`src/rtl/count_event_fifo.sv`:
```
// Edge-triggered event log for the 4-bit counter: rco/load rises go into a FWFT FIFO.
// Define COUNT_EVENT_TIMESTAMP_EN to add an 8-bit cycle timestamp to each record.
module count_event_fifo #(
    parameter int DEPTH = 8,
    parameter int AW    = 3,
`ifdef COUNT_EVENT_TIMESTAMP_EN
    localparam int RW   = 14
`else
    localparam int RW   = 6
`endif
) (
    input  logic          clk,
    input  logic          reset,
    input  logic          cap_en,
    input  logic [3:0]    Q_,
    input  logic          rco_,
    input  logic          load_,
    output logic          out_valid,
    input  logic          out_ready,
    output logic [RW-1:0] out_data,
    output logic [AW:0]   level,
    output logic          overflow,
    output logic [7:0]    drop_cnt
);

    localparam logic [AW:0] FULL_LVL = (AW + 1)'(DEPTH);

    logic          rco_q;
    logic          load_q;
    logic          rco_ev;
    logic          load_ev;
    logic          push_req;
    logic          push_ok;
    logic          pop;
    logic          drop;
    logic [AW-1:0] wr_ptr;
    logic [AW-1:0] rd_ptr;
    logic [RW-1:0] rec;
    logic [RW-1:0] mem [DEPTH];

`ifdef COUNT_EVENT_TIMESTAMP_EN
    logic [7:0]    ts;
`endif

    assign rco_ev   = rco_ & ~rco_q;
    assign load_ev  = load_ & ~load_q;
    assign push_req = cap_en & (rco_ev | load_ev);
    assign pop      = out_valid & out_ready;
    // A pop in the same cycle frees the slot the push needs.
    assign push_ok  = push_req & ((level != FULL_LVL) | pop);
    assign drop     = push_req & ~push_ok;

`ifdef COUNT_EVENT_TIMESTAMP_EN
    assign rec = {ts, load_ev, rco_ev, Q_};
`else
    assign rec = {load_ev, rco_ev, Q_};
`endif

    assign out_valid = (level != '0);
    assign out_data  = mem[rd_ptr];

    always_ff @(posedge clk) begin
        if (reset) begin
            rco_q    <= 1'b0;
            load_q   <= 1'b0;
            wr_ptr   <= '0;
            rd_ptr   <= '0;
            level    <= '0;
            overflow <= 1'b0;
            drop_cnt <= 8'd0;
`ifdef COUNT_EVENT_TIMESTAMP_EN
            ts       <= 8'd0;
`endif
        end else begin
            rco_q  <= rco_;
            load_q <= load_;
            if (push_ok) begin
                wr_ptr <= wr_ptr + AW'(1);
            end
            if (pop) begin
                rd_ptr <= rd_ptr + AW'(1);
            end
            case ({push_ok, pop})
                2'b10:   level <= level + (AW + 1)'(1);
                2'b01:   level <= level - (AW + 1)'(1);
                default: level <= level;
            endcase
            if (drop) begin
                overflow <= 1'b1;
                if (drop_cnt != 8'hFF) begin
                    drop_cnt <= drop_cnt + 8'd1;
                end
            end
`ifdef COUNT_EVENT_TIMESTAMP_EN
            ts <= ts + 8'd1;
`endif
        end
    end

    always_ff @(posedge clk) begin
        if (push_ok && !reset) begin
            mem[wr_ptr] <= rec;
        end
    end

endmodule

```
`config.mk`:
```
export PLATFORM = sky130hd
export DESIGN_NAME = count_event_fifo
export DESIGN_NICKNAME = d
export VERILOG_FILES = /design/src/rtl/count_event_fifo.sv
export SDC_FILE = /design/constraint.sdc
export NUM_CORES = 1
export LEC_CHECK = 0
export ABC_AREA = 0
export BUFFER_PORTS_ARGS = -buffer_cell sky130_fd_sc_hd__buf_2
export CORE_UTILIZATION = 56
export DETAILED_ROUTE_END_ITERATION = 8
export GPL_ROUTABILITY_DRIVEN = 0
export PLACE_DENSITY = 0.79
export SYNTH_ARGS = -nofsm -noshare
export SYNTH_HDL_FRONTEND = slang
export SYNTH_SLANG_ARGS = --single-unit
export TNS_END_PERCENT = 5
```
`constraint.sdc`:
```
create_clock -name clk -period 3.9 [get_ports clk]
set_clock_uncertainty 0.05 [all_clocks]
set_input_delay 0.975 -clock clk [delete_from_list [all_inputs] [get_ports clk]]
set_output_delay 0.975 -clock clk [all_outputs]
set_load 0.02 [all_outputs]
```
Word level (Yosys, flattened, before mapping)
Memories as Yosys holds them, arrays and structs flattened. A register that Yosys moved wholly into a read port is not among the register bits.
Index checks and enable logic that the tools add are counted.
- add/subtract/negate cells: 5
- multiply operators: 0
- divide/modulo/power cells: 0
- magnitude comparators: 0
- equality and inequality tests: 4
- shift-type cells: 0
- multiplexer cells: 5
- bitwise operators: 11
- reductions and logical operators: 5
- operators by type and width (cell ; number):
    adder 8 x 1 -> 8 bit (second input constant) ; 1
    inequality test 8 bit (second input constant) ; 1
    case mux 4 bit (2 select lines) ; 1
    adder 3 x 1 -> 3 bit (second input constant) ; 2
    AND 1 bit ; 6
    two-way mux 3 bit ; 2
    adder 4 x 1 -> 4 bit (second input constant) ; 1
    inequality test 4 bit (second input constant) ; 1
    nonzero test 4 bit ; 1
    subtractor 4 x 1 -> 4 bit (second input constant) ; 1
    inverter 1 bit ; 3
    equality test 2 x 1 -> 1 bit (second input constant) ; 1
    equality test 2 bit (second input constant) ; 1
    two-way mux 1 bit ; 2
    OR 1 bit ; 2
    AND reduction 2 bit ; 1
    nonzero test 2 bit ; 1
    logical AND 1 bit ; 1
    logical NOT 1 bit ; 1
- bits in registers: 21
- latch bits: 0
- memory bits (writable): 48
- ROM bits: 0
- input port bits: 10
- output and inout bits: 20
- logic and storage cells: 38
- memories: 1
- memory list (name ; depth ; bits a word ; read ports ; clocked after memory_dff ; write ports ; line ; RTL):
    mem ; 8 ; 6 ; 1 ; 1 ; 1 ; 39 ; logic [RW-1:0] mem [DEPTH];

Logic depth before layout (Yosys ltp)
Gate-level depths: netlist of the first run.
- depth in word-level cells: 8
- gate-level depth with buffers: 10
- gate-level depth less buffers: 9

Worst setup path before layout of the first run
No wires, ideal clock.
- path kind: input-to-reg
- start point: in load_
- end point: mem mem[2][0] (enable)
- setup time: 388 ps
- arrival: 2860 ps
- data required time: 3462 ps
- setup slack: 602 ps
- stages on the path: 4
- path buffers: 0
- path through: nor2b_1 -> o21ai_1 -> or3_1 -> nor4b_1
- cells in the longest elaborated chain, start to end: 7
- ends and longest elaborated chain (what ; line ; RTL):
    start: declaration ; 17 ; input logic load_,
    AND 1 bit ; 46 ; assign load_ev = load_ & ~load_q;
    OR 1 bit ; 47 ; assign push_req = cap_en & (rco_ev | load_ev);
    AND 1 bit ; 47 ;
    AND 1 bit ; 50 ; assign push_ok = push_req & ((level != FULL_LVL) | pop);
    logical AND 1 bit ; 101 ; if (push_ok && !reset) begin
    two-way mux 1 bit ; 101 ;
    two-way mux 1 bit (implied by the code) ; 102 ; mem[wr_ptr] <= rec;
    end: declaration ; 39 ;
No other way between the ends.

==> impl_results.md, run 1 <==
- Status: complete, no violations
- Sequential share of the synthesized area: 64.8%
- Mean Syn Cell Area: 14.8 sq um
- Drt drc: 0
- Final hold violations: 0
- Most common cell after layout, fill and taps aside: edfxtp_1
- Setup TNS: 0 ns
- Area Overhead vs Synth: 14.0%
- Clock buffer depth: 2
- Root Buffer: clkbuf_8
- 1st-iter DRT viols: 155
- # port buffers: 29
- CP arrival: 1.89 ns
- CP top delay family: flip-flops
- Final #Nets: 258
- DR WL met2: 2.34 mm
- WL per Instance: 16.2 um
- Final setup margin: 0.982 ns
- Drt via density: 5.56
- Fin crit share: 74.8%
- Met1 Wirelength: 2.38 mm
- # resized after CTS: 0
- Mapped Area: 2970 sq um
- Inserted Clock Buffers: 9
- Core Rows: 26
- Final slew viol count: 0
- Met3 wire len: 239 um
- Power Dens Cells: 555 nW/um^2
- Total GRT Usage: 20.5%
- CTS tree: built
- Pwr Total: 1.88 mW
- CORE AREA: 5110 sq um
- WL final: 5.12 mm
- Final min period: 2.92 ns
- I/O pin cnt: 30
- DR top layer: met4
- Storage element area: 1920 sq um
- Pin slew with the least headroom to its limit: 0.662 ns
- Initial core utilization: 58.1%
- Number of diodes: 0
- Vias in the first global route: 1580
- Crit Path Class: reg -> out
- Routed Antenna Nets: 0
- FFs w/ async S/R, synth: 0%
- P_leak: 1.20 nW
- Antenna violations before repair: 0
- DP Worst Slack: 0.678 ns
- RSZ-0062 raised after global routing: false
- Post-CTS setup buffers: 0
- Htree depth: 3
- Post-DP HPWL: 3.42 mm
- Layout Utilization: 66.2%
- Mapped Cells: 201
- Crit-path max cell delay: 0.71 ns
- Peak VDD IR: 0.383 mV
- Worst-path maximum fanout: 12
- Slew headroom: 55.7%
- Post-synth cell types: 41
- Post-synth EDFFs: 48
- Die X: 74.8 um
- Via count of the routed design: 1761
- CP Launch Type: flop
- Clock sinks: 72
- FF-to-FF setup slack: 1.27 ns
- Worst-Skew Late Latency: 0.33 ns
- Share of layout cells above drive strength 1: 29.6%
- Crit path buf inv count: 1
- Layout filler cell count: 384
- DR pass1 iterations: 4
- Max Fclk: 343 MHz
- Footprint of the multi-input gates: 993 sq um
- Reg clk slew, reported paths: 0.07 ns
- Die H: 74.8 um
- Most frequent cells in the layout: 48 x edfxtp_1, 29 x buf_2, 24 x dfxtp_1, 18 x nor2_1, 12 x mux4_2
- Post-synthesis net count: 217
- Critical Path RT: 2.87 ns
- Main synth FF type: edfxtp_1
- CP max stage cell: dfxtp_1
- Crit path capture type: primary output
- CP cell instances: mux4_2, mux2_2, buf_2
- Global-route wire length before repair: 7.85 mm
- CTS Hold Bufs: 0
- Synth Register Bits: 72
- Total congestion overflow: 0
- Worst Hold Class: reg -> reg
- Largest net degree at the start of global routing: 31
- Maxcap violations: 0
- Synthesis Warnings: 0
- Die area: 5590 sq um
- Final setup violation count: 0
final timing paths:
path,end,cells past startpoint,from
worst max register to register,level[3]$_SDFFE_PP0P_,9,level[3]$_SDFFE_PP0P_
worst min register to register,overflow$_SDFFE_PP0P_,2,overflow$_SDFFE_PP0P_
worst max-delay path,out_data[4],3,flop
worst min-delay path,overflow$_SDFFE_PP0P_,2,overflow$_SDFFE_PP0P_
worst reg2reg max path: cells and delay by family, from the launching register on:
kind	cells	cell delay [ns]
AND/OR/NAND/NOR	3	0.87
AO/OA/AOI/OAI	2	0.35
adder cells (fa/ha/maj)	1	0.28
buffers and inverters	1	0.08
flip-flops	1	0.35
multiplexers	2	0.55
flip-flops by register name, indices dropped and copies added, names as in the netlist, named ones only:
name and count:
wr_ptr 3, level 4, load_q 1, mem 48, rco_q 1, rd_ptr 3
overflow 1, drop_cnt 8
routing by layer:
layer,track usage [%],up-vias
met1,29.0,850
met5,0,-
met2,28.7,49
met3,4.42,14
met4,13.8,0
li1,-,848
logic make-up after synthesis:
group	Yosys count	share of synthesized area, %
DFF	72	64.8
AOI/OAI and AO/OA	21	4.51
xor gates and xnor gates	9	2.66
buffers and inverters	11	1.73
and+or+nand+nor	61	11.1
muxes	21	12.4
adders and majority gates	6	2.78
per-stage QoR:
step,std cells,hold WS [ns],instance area (sq um)
after global placement,301,0.402,3230
after CTS,317,0.433,3380
after global routing,317,0.460,3380
after floorplan,201,0.404,2970
final,317,0.430,3380
after detailed placement,301,0.418,3230
synth_stat cells (2+ instances only):
cell type / number / share of area, %
inv_1: 2 / 0.25
xor2_1: 3 / 0.89
nor4_1: 2 / 0.42
buf_2: 2 / 0.34
a21oi_1: 7 / 1.2
nor4b_1: 5 / 1.5
nor3_1: 5 / 0.84
o21ai_0: 4 / 0.67
nand3_1: 7 / 1.2
edfxtp_1: 48 / 49
xnor2_1: 6 / 1.8
a311oi_1: 2 / 0.59
mux4_2: 12 / 9.1
clkbuf_1: 4 / 0.51
nor2_1: 18 / 2.3
a211oi_1: 2 / 0.51
mux2i_1: 2 / 0.67
ha_1: 5 / 2.1
nor2b_1: 6 / 1.3
nand2_1: 10 / 1.3
dfxtp_1: 24 / 16
mux2_2: 6 / 2.3
where the power goes:
part	total (mW)	switching, mW	internal, mW
registers	0.902	0.0458	0.856
logic	0.501	0.265	0.236
clock network	0.473	0.252	0.221
cell type report:
class / count / area share (%)
sequential: 72 / 56.8
clock inverter: 6 / 0.777
multi-input combinational: 118 / 29.4
tap: 70 / 2.59
timing repair buffer: 38 / 6.29
clock buffer: 10 / 3.77
inverter: 3 / 0.333
No activity file was read; power rests on OpenSTA's default activity.
==> inputs of run 2 (changes only) <==
- CORE_UTILIZATION: 56 -> 52
- PLACE_DENSITY: 0.79 -> 0.77
- clock period: 3.9 -> 2.6 ns (I/O delays scaled with it)
==> run 2 against run 1 <==
Sequential share of layout area down 2.7 points. Register-to-register slack got worse by 1.2 ns. First-iteration DRC count is 38% lower. Worst setup slack worse by 0.93 ns. Power up 67%. Non-clock buffer count grew 9. Wire length up 6.4%. Largest power group unchanged. Cell area is 5.1% higher. Global-route usage shrank 0.47 points. Sequential power grew 49%. Combinational power grew 75%.
==> impl_results.md, run 2 (synthesis results as in run 1) <==
- CP arrival: 2.72 ns
- Crit path capture type: flop
- Clock sinks: 72
- Pin slew with the least headroom to its limit: 0.553 ns
- Drt via density: 5.49
- Top Registers: mem (48), drop_cnt (8), level (4)
- Die H: 77.5 um
- Largest net degree at the start of global routing: 31
- Die X: 77.5 um
- Critical Path RT: 2.77 ns
- Fin crit share: 98.1%
- P_leak: 1.27 nW
- Reg clk slew, reported paths: 0.07 ns
- CORE AREA: 5510 sq um
- Comb power frac: 28.0%
- Final hold violations: 0
- Hold Crit Start: overflow$_SDFFE_PP0P_
- Most common cell after layout, fill and taps aside: edfxtp_1
- CTS tree: built
- Grt met3 use: 4.24%
- DR pass1 iterations: 6
- Inserted Clock Buffers: 9
- Total GRT Usage: 20.1%
- Drt drc: 0
- Worst-Skew Late Latency: 0.33 ns
- Number of diodes: 0
- WL per Instance: 16.6 um
- FF-to-FF setup slack: 0.05 ns
- Peak VDD IR: 0.686 mV
- Status: complete, no violations
- Final slew viol count: 0
- Worst-path maximum fanout: 5
- Slew headroom: 63.1%
- GR Util met2: 32.5%
- Most frequent cells in the layout: 48 x edfxtp_1, 29 x buf_2, 23 x dfxtp_1, 18 x nor2_1, 17 x buf_4
- Final setup margin: 0.0496 ns
- Power Dens Cells: 882 nW/um^2
- Pwr Total: 3.13 mW
- Layout Utilization: 64.5%
- Maxcap violations: 0
- Crit Path Class: reg -> reg
- CP cell instances: or4_4, and2_4, nand2_2, inv_2, ha_1, a21o_1, a21oi_2, mux2i_1, mux2_1
- Root Buffer: clkbuf_8
- Internal: 2.24 mW
- Global-route wire length before repair: 8.76 mm
- Capturing point of the worst reg2reg path: level[3]$_SDFFE_PP0P_
- Top Usage Layer GRT: met2
- DP Worst Slack: 0.0312 ns
- Area Overhead vs Synth: 19.7%
- Worst r2r path cells: 9
- Hold endpoint: overflow$_SDFFE_PP0P_
- Largest register FFs: 48
- Clock buffer depth: 2
- Final min period: 2.55 ns
- Post-DP HPWL: 3.51 mm
- CP max stage cell: or4_4
- Crit path buf inv count: 1
- Sw Ratio: 28.4%
- Post-route cell area: 3550 sq um
- Final #Nets: 267
- Hold path depth: 2
- Final setup violation count: 0
- CP Launch Type: flop
- Post-CTS setup buffers: 0
- 1st-iter DRT viols: 96
- Max Fclk: 392 MHz
- Worst Hold Class: reg -> reg
- Clock group share of total power: 29.3%
- Die area: 6010 sq um
- Routed Antenna Nets: 0
- Share of layout cells above drive strength 1: 34.8%
- RR Startpoint: level[3]$_SDFFE_PP0P_
- Grt met1 use: 25.7%
- CP top delay family: simple AND/OR/NAND/NOR gates
- WHS: 0.416 ns
- Total congestion overflow: 0
- Via count of the routed design: 1802
- Layout filler cell count: 405
- Antenna violations before repair: 0
- # port buffers: 29
- Post-DP Area: 3320 sq um
- Htree depth: 3
- Core Rows: 27
- Initial core utilization: 53.9%
- Seq pwr share: 42.7%
- Crit-path max cell delay: 0.54 ns
- WL final: 5.45 mm
- I/O pin cnt: 30
- Sw power: 0.889 mW
- Biggest register: mem
- CTS Hold Bufs: 0
- Vias in the first global route: 1819
[run 2: changes by cell type in the layout (fill, tap and decap cells not counted), moves of 2 or more]
| cell | change |
|---|---|
| clkinv_2 | -2 |
| bufinv_16 | +2 |
| clkinv_1 | -2 |
| nor4b_2 | +2 |
| buf_4 | +8 |
| nor4b_1 | -2 |
| clkbuf_1 | +2 |
[run 2: per-layer routing]
| layer | vias up | part of all wire (%) |
|---|---|---|
| li1 | 870 | - |
| met1 | 875 | 43 |
| met2 | 44 | 51 |
| met3 | 13 | 4.2 |
| met4 | 0 | 2.1 |
| met5 | - | 0 |
[run 2: final cells by class]
| class | instances | area, sq um | share of cell area, % |
|---|---|---|---|
| sequential | 72 | 1920 | 54.1 |
| multi-input combinational | 118 | 1030 | 29.0 |
| timing repair buffer | 47 | 293 | 8.24 |
| clock buffer | 12 | 135 | 3.80 |
| tap | 72 | 90.1 | 2.54 |
| clock inverter | 4 | 68.8 | 1.94 |
| inverter | 3 | 11.3 | 0.317 |
[run 2: worst register-to-register path, cell delays in order, from the launching register on]
cell and delay, ns:
dfxtp_2 0.35, or4_4 0.54, and2_4 0.21, nand2_2 0.07, inv_2 0.04, ha_1 0.28, a21o_1 0.19, a21oi_2 0.14
mux2i_1 0.22, mux2_1 0.34
[run 2: how the worst max path moves through the flow]
stage | startpoint | to | slack (ns) | cells past startpoint
after floorplan | rco_ | mem[3][0]$_DFFE_PP_ | -0.21 | 5
after global placement | load_ | level[3]$_SDFFE_PP0P_ | 0.10 | 10
after detailed placement | load_ | level[3]$_SDFFE_PP0P_ | 0.03 | 10
after CTS | flop | out_data[4] | 0.03 | 4
after global routing | level[3]$_SDFFE_PP0P_ | level[3]$_SDFFE_PP0P_ | -0.02 | 9
final | level[3]$_SDFFE_PP0P_ | level[3]$_SDFFE_PP0P_ | 0.05 | 9
[run 2: stage by stage]
step | TNS [ns] | instances
CTS | 0 | 328
global placement | 0 | 312
floorplan | -4.35 | 201
detailed placement | 0 | 312
global route | -0.0313 | 328
finish | 0 | 328
[run 2: power groups by stage]
stage | Combinational [mW] | Sequential [mW] | Clock [mW]
floorplan | 0.574 | 1.39 | 0
global placement | 0.817 | 1.35 | 0
detailed placement | 0.834 | 1.35 | 0
CTS | 0.848 | 1.33 | 0.929
global route | 0.947 | 1.35 | 0.978
finish | 0.877 | 1.34 | 0.918
[run 2: timing repair]
action,in CTS,in global routing
gates resized for setup,1,5
pin swaps,0,0
setup endpoints to repair,1,3
==> inputs of run 3 (changes only) <==
- CORE_UTILIZATION: 52 -> 55
- PLACE_DENSITY: 0.77 -> 0.78
- SKIP_CTS_REPAIR_TIMING: default -> 1
- clock period: 2.6 -> 2.5 ns (I/O delays scaled with it)
==> run 3 against run 2 <==
Critical path depth is 5 lower. Non-clock buffer count is 3 higher. Cell count is 0.30% higher. First-iteration DRC count is 49% higher. Register-to-register slack hardly changed. Power is 0.61% higher.
==> impl_results.md, run 3 (synthesis results as in run 1) <==
- WL per Instance: 16.4 um
- Die area: 5690 sq um
- Die H: 75.4 um
- Clock sinks: 72
- 1st-iter DRT viols: 143
- Root Buffer: clkbuf_8
- Total congestion overflow: 0
- Max Fclk: 404 MHz
- Fin crit share: 99.0%
- RSZ-0062 raised after global routing: true
- Drt drc: 0
- Setup TNS: 0 ns
- DR pass1 iterations: 4
- Maxcap violations: 0
- Die X: 75.4 um
- Most common cell after layout, fill and taps aside: edfxtp_1
- Pin slew with the least headroom to its limit: 0.546 ns
- WL final: 5.39 mm
- Total GRT Usage: 20.9%
- I/O pin cnt: 30
- Drt via density: 5.40
- Placed Instances: 312
- Critical Path RT: 1.82 ns
- Final #Nets: 270
- Pwr Total: 3.15 mW
- Slew headroom: 63.6%
- Post-DP HPWL: 3.69 mm
- Power Dens Cells: 887 nW/um^2
- Area Overhead vs Synth: 19.8%
- Post-route cell area: 3550 sq um
- CTS tree: built
- Inserted Clock Buffers: 9
- CP Launch Type: flop
- Antenna violations before repair: 0
- Top Registers: mem (48), drop_cnt (8), level (4)
- Worst Hold Class: reg -> reg
- Via count of the routed design: 1778
- Fin cells: 329
- Largest net degree at the start of global routing: 31
- Reg clk slew, reported paths: 0.07 ns
- Htree depth: 3
- Status: complete, no violations
- Largest register FFs: 48
- Worst-path maximum fanout: 6
- Vias in the first global route: 1682
- CP arrival: 1.80 ns
- Number of diodes: 0
- # port buffers: 29
- Final min period: 2.48 ns
- Biggest register: mem
- Worst-Skew Late Latency: 0.33 ns
- Initial core utilization: 57.7%
- Share of layout cells above drive strength 1: 35.5%
- Final setup violation count: 0
- Most frequent cells in the layout: 48 x edfxtp_1, 28 x buf_2, 23 x dfxtp_1, 20 x buf_4, 18 x nor2_1
- Clock buffer depth: 2
- Crit Path Class: reg -> out
- Crit path capture type: primary output
- Routed Antenna Nets: 0
- Global-route wire length before repair: 8.14 mm
- Layout Utilization: 69.1%
- Final hold violations: 0
- Final slew viol count: 0
- Peak VDD IR: 0.610 mV
- CORE AREA: 5140 sq um
- Layout filler cell count: 366
- Core Rows: 26
- P_leak: 1.28 nW
- Post-DP Area: 3340 sq um
## run 3: changes by cell type in the layout (fill, tap and decap cells not counted), sizes merged
cell	delta
buf	+2
clkinvlp	+1
clkbuf	+2
bufinv	-2
## run 3: final cells by class
cell class	count	area [sq um]	area share (%)
inverters	3	11.3	0.317
clock buffers	13	159	4.47
flip-flops and latches	72	1930	54.2
clock inverters	3	16.3	0.458
multi-input cells	118	1020	28.7
well taps	70	87.6	2.46
repair buffers	50	335	9.44
## run 3: per-layer routing
metal | track usage, % | up-vias | share of wire, %
met3 | 5.56 | 6 | 3.3
met2 | 34.4 | 27 | 52
met4 | 8.02 | 0 | 0.69
li1 | - | 872 | -
met5 | 0 | - | 0
met1 | 26.8 | 873 | 44
## run 3: path summary, 6_finish.rpt
kind | start | slack (ns) | to | cells after the start
min | overflow$_SDFFE_PP0P_ | 0.43 | overflow$_SDFFE_PP0P_ | 2
max | flop | 0.02 | out_data[5] | 4
min reg2reg | overflow$_SDFFE_PP0P_ | 0.43 | overflow$_SDFFE_PP0P_ | 2
max reg2reg | level[3]$_SDFFE_PP0P_ | 0.06 | level[3]$_SDFFE_PP0P_ | 9
## run 3: power by group
group	switching (mW)	leakage [nW]	internal (mW)
Sequential	0.0469	0.630	1.34
Combinational	0.480	0.565	0.489
Clock	0.385	0.0871	0.410
## run 3: metrics by stage
| stage | setup slack [ns] | hold WS, ns |
|---|---|---|
| 2_1_floorplan | -0.281 | 0.404 |
| 3_3_place_gp | 0.0363 | 0.396 |
| 3_5_place_dp | -0.00814 | 0.421 |
| 4_1_cts | -0.00803 | 0.430 |
| 5_1_grt | -0.0319 | 0.460 |
| 6_report | 0.0240 | 0.429 |
## run 3: critical path: stages (launching register included)
cell and delay, ns:
dfxtp_4 0.38, clkbuf_16 0.16, mux4_2 0.49, mux2_2 0.29
buf_2 0.16
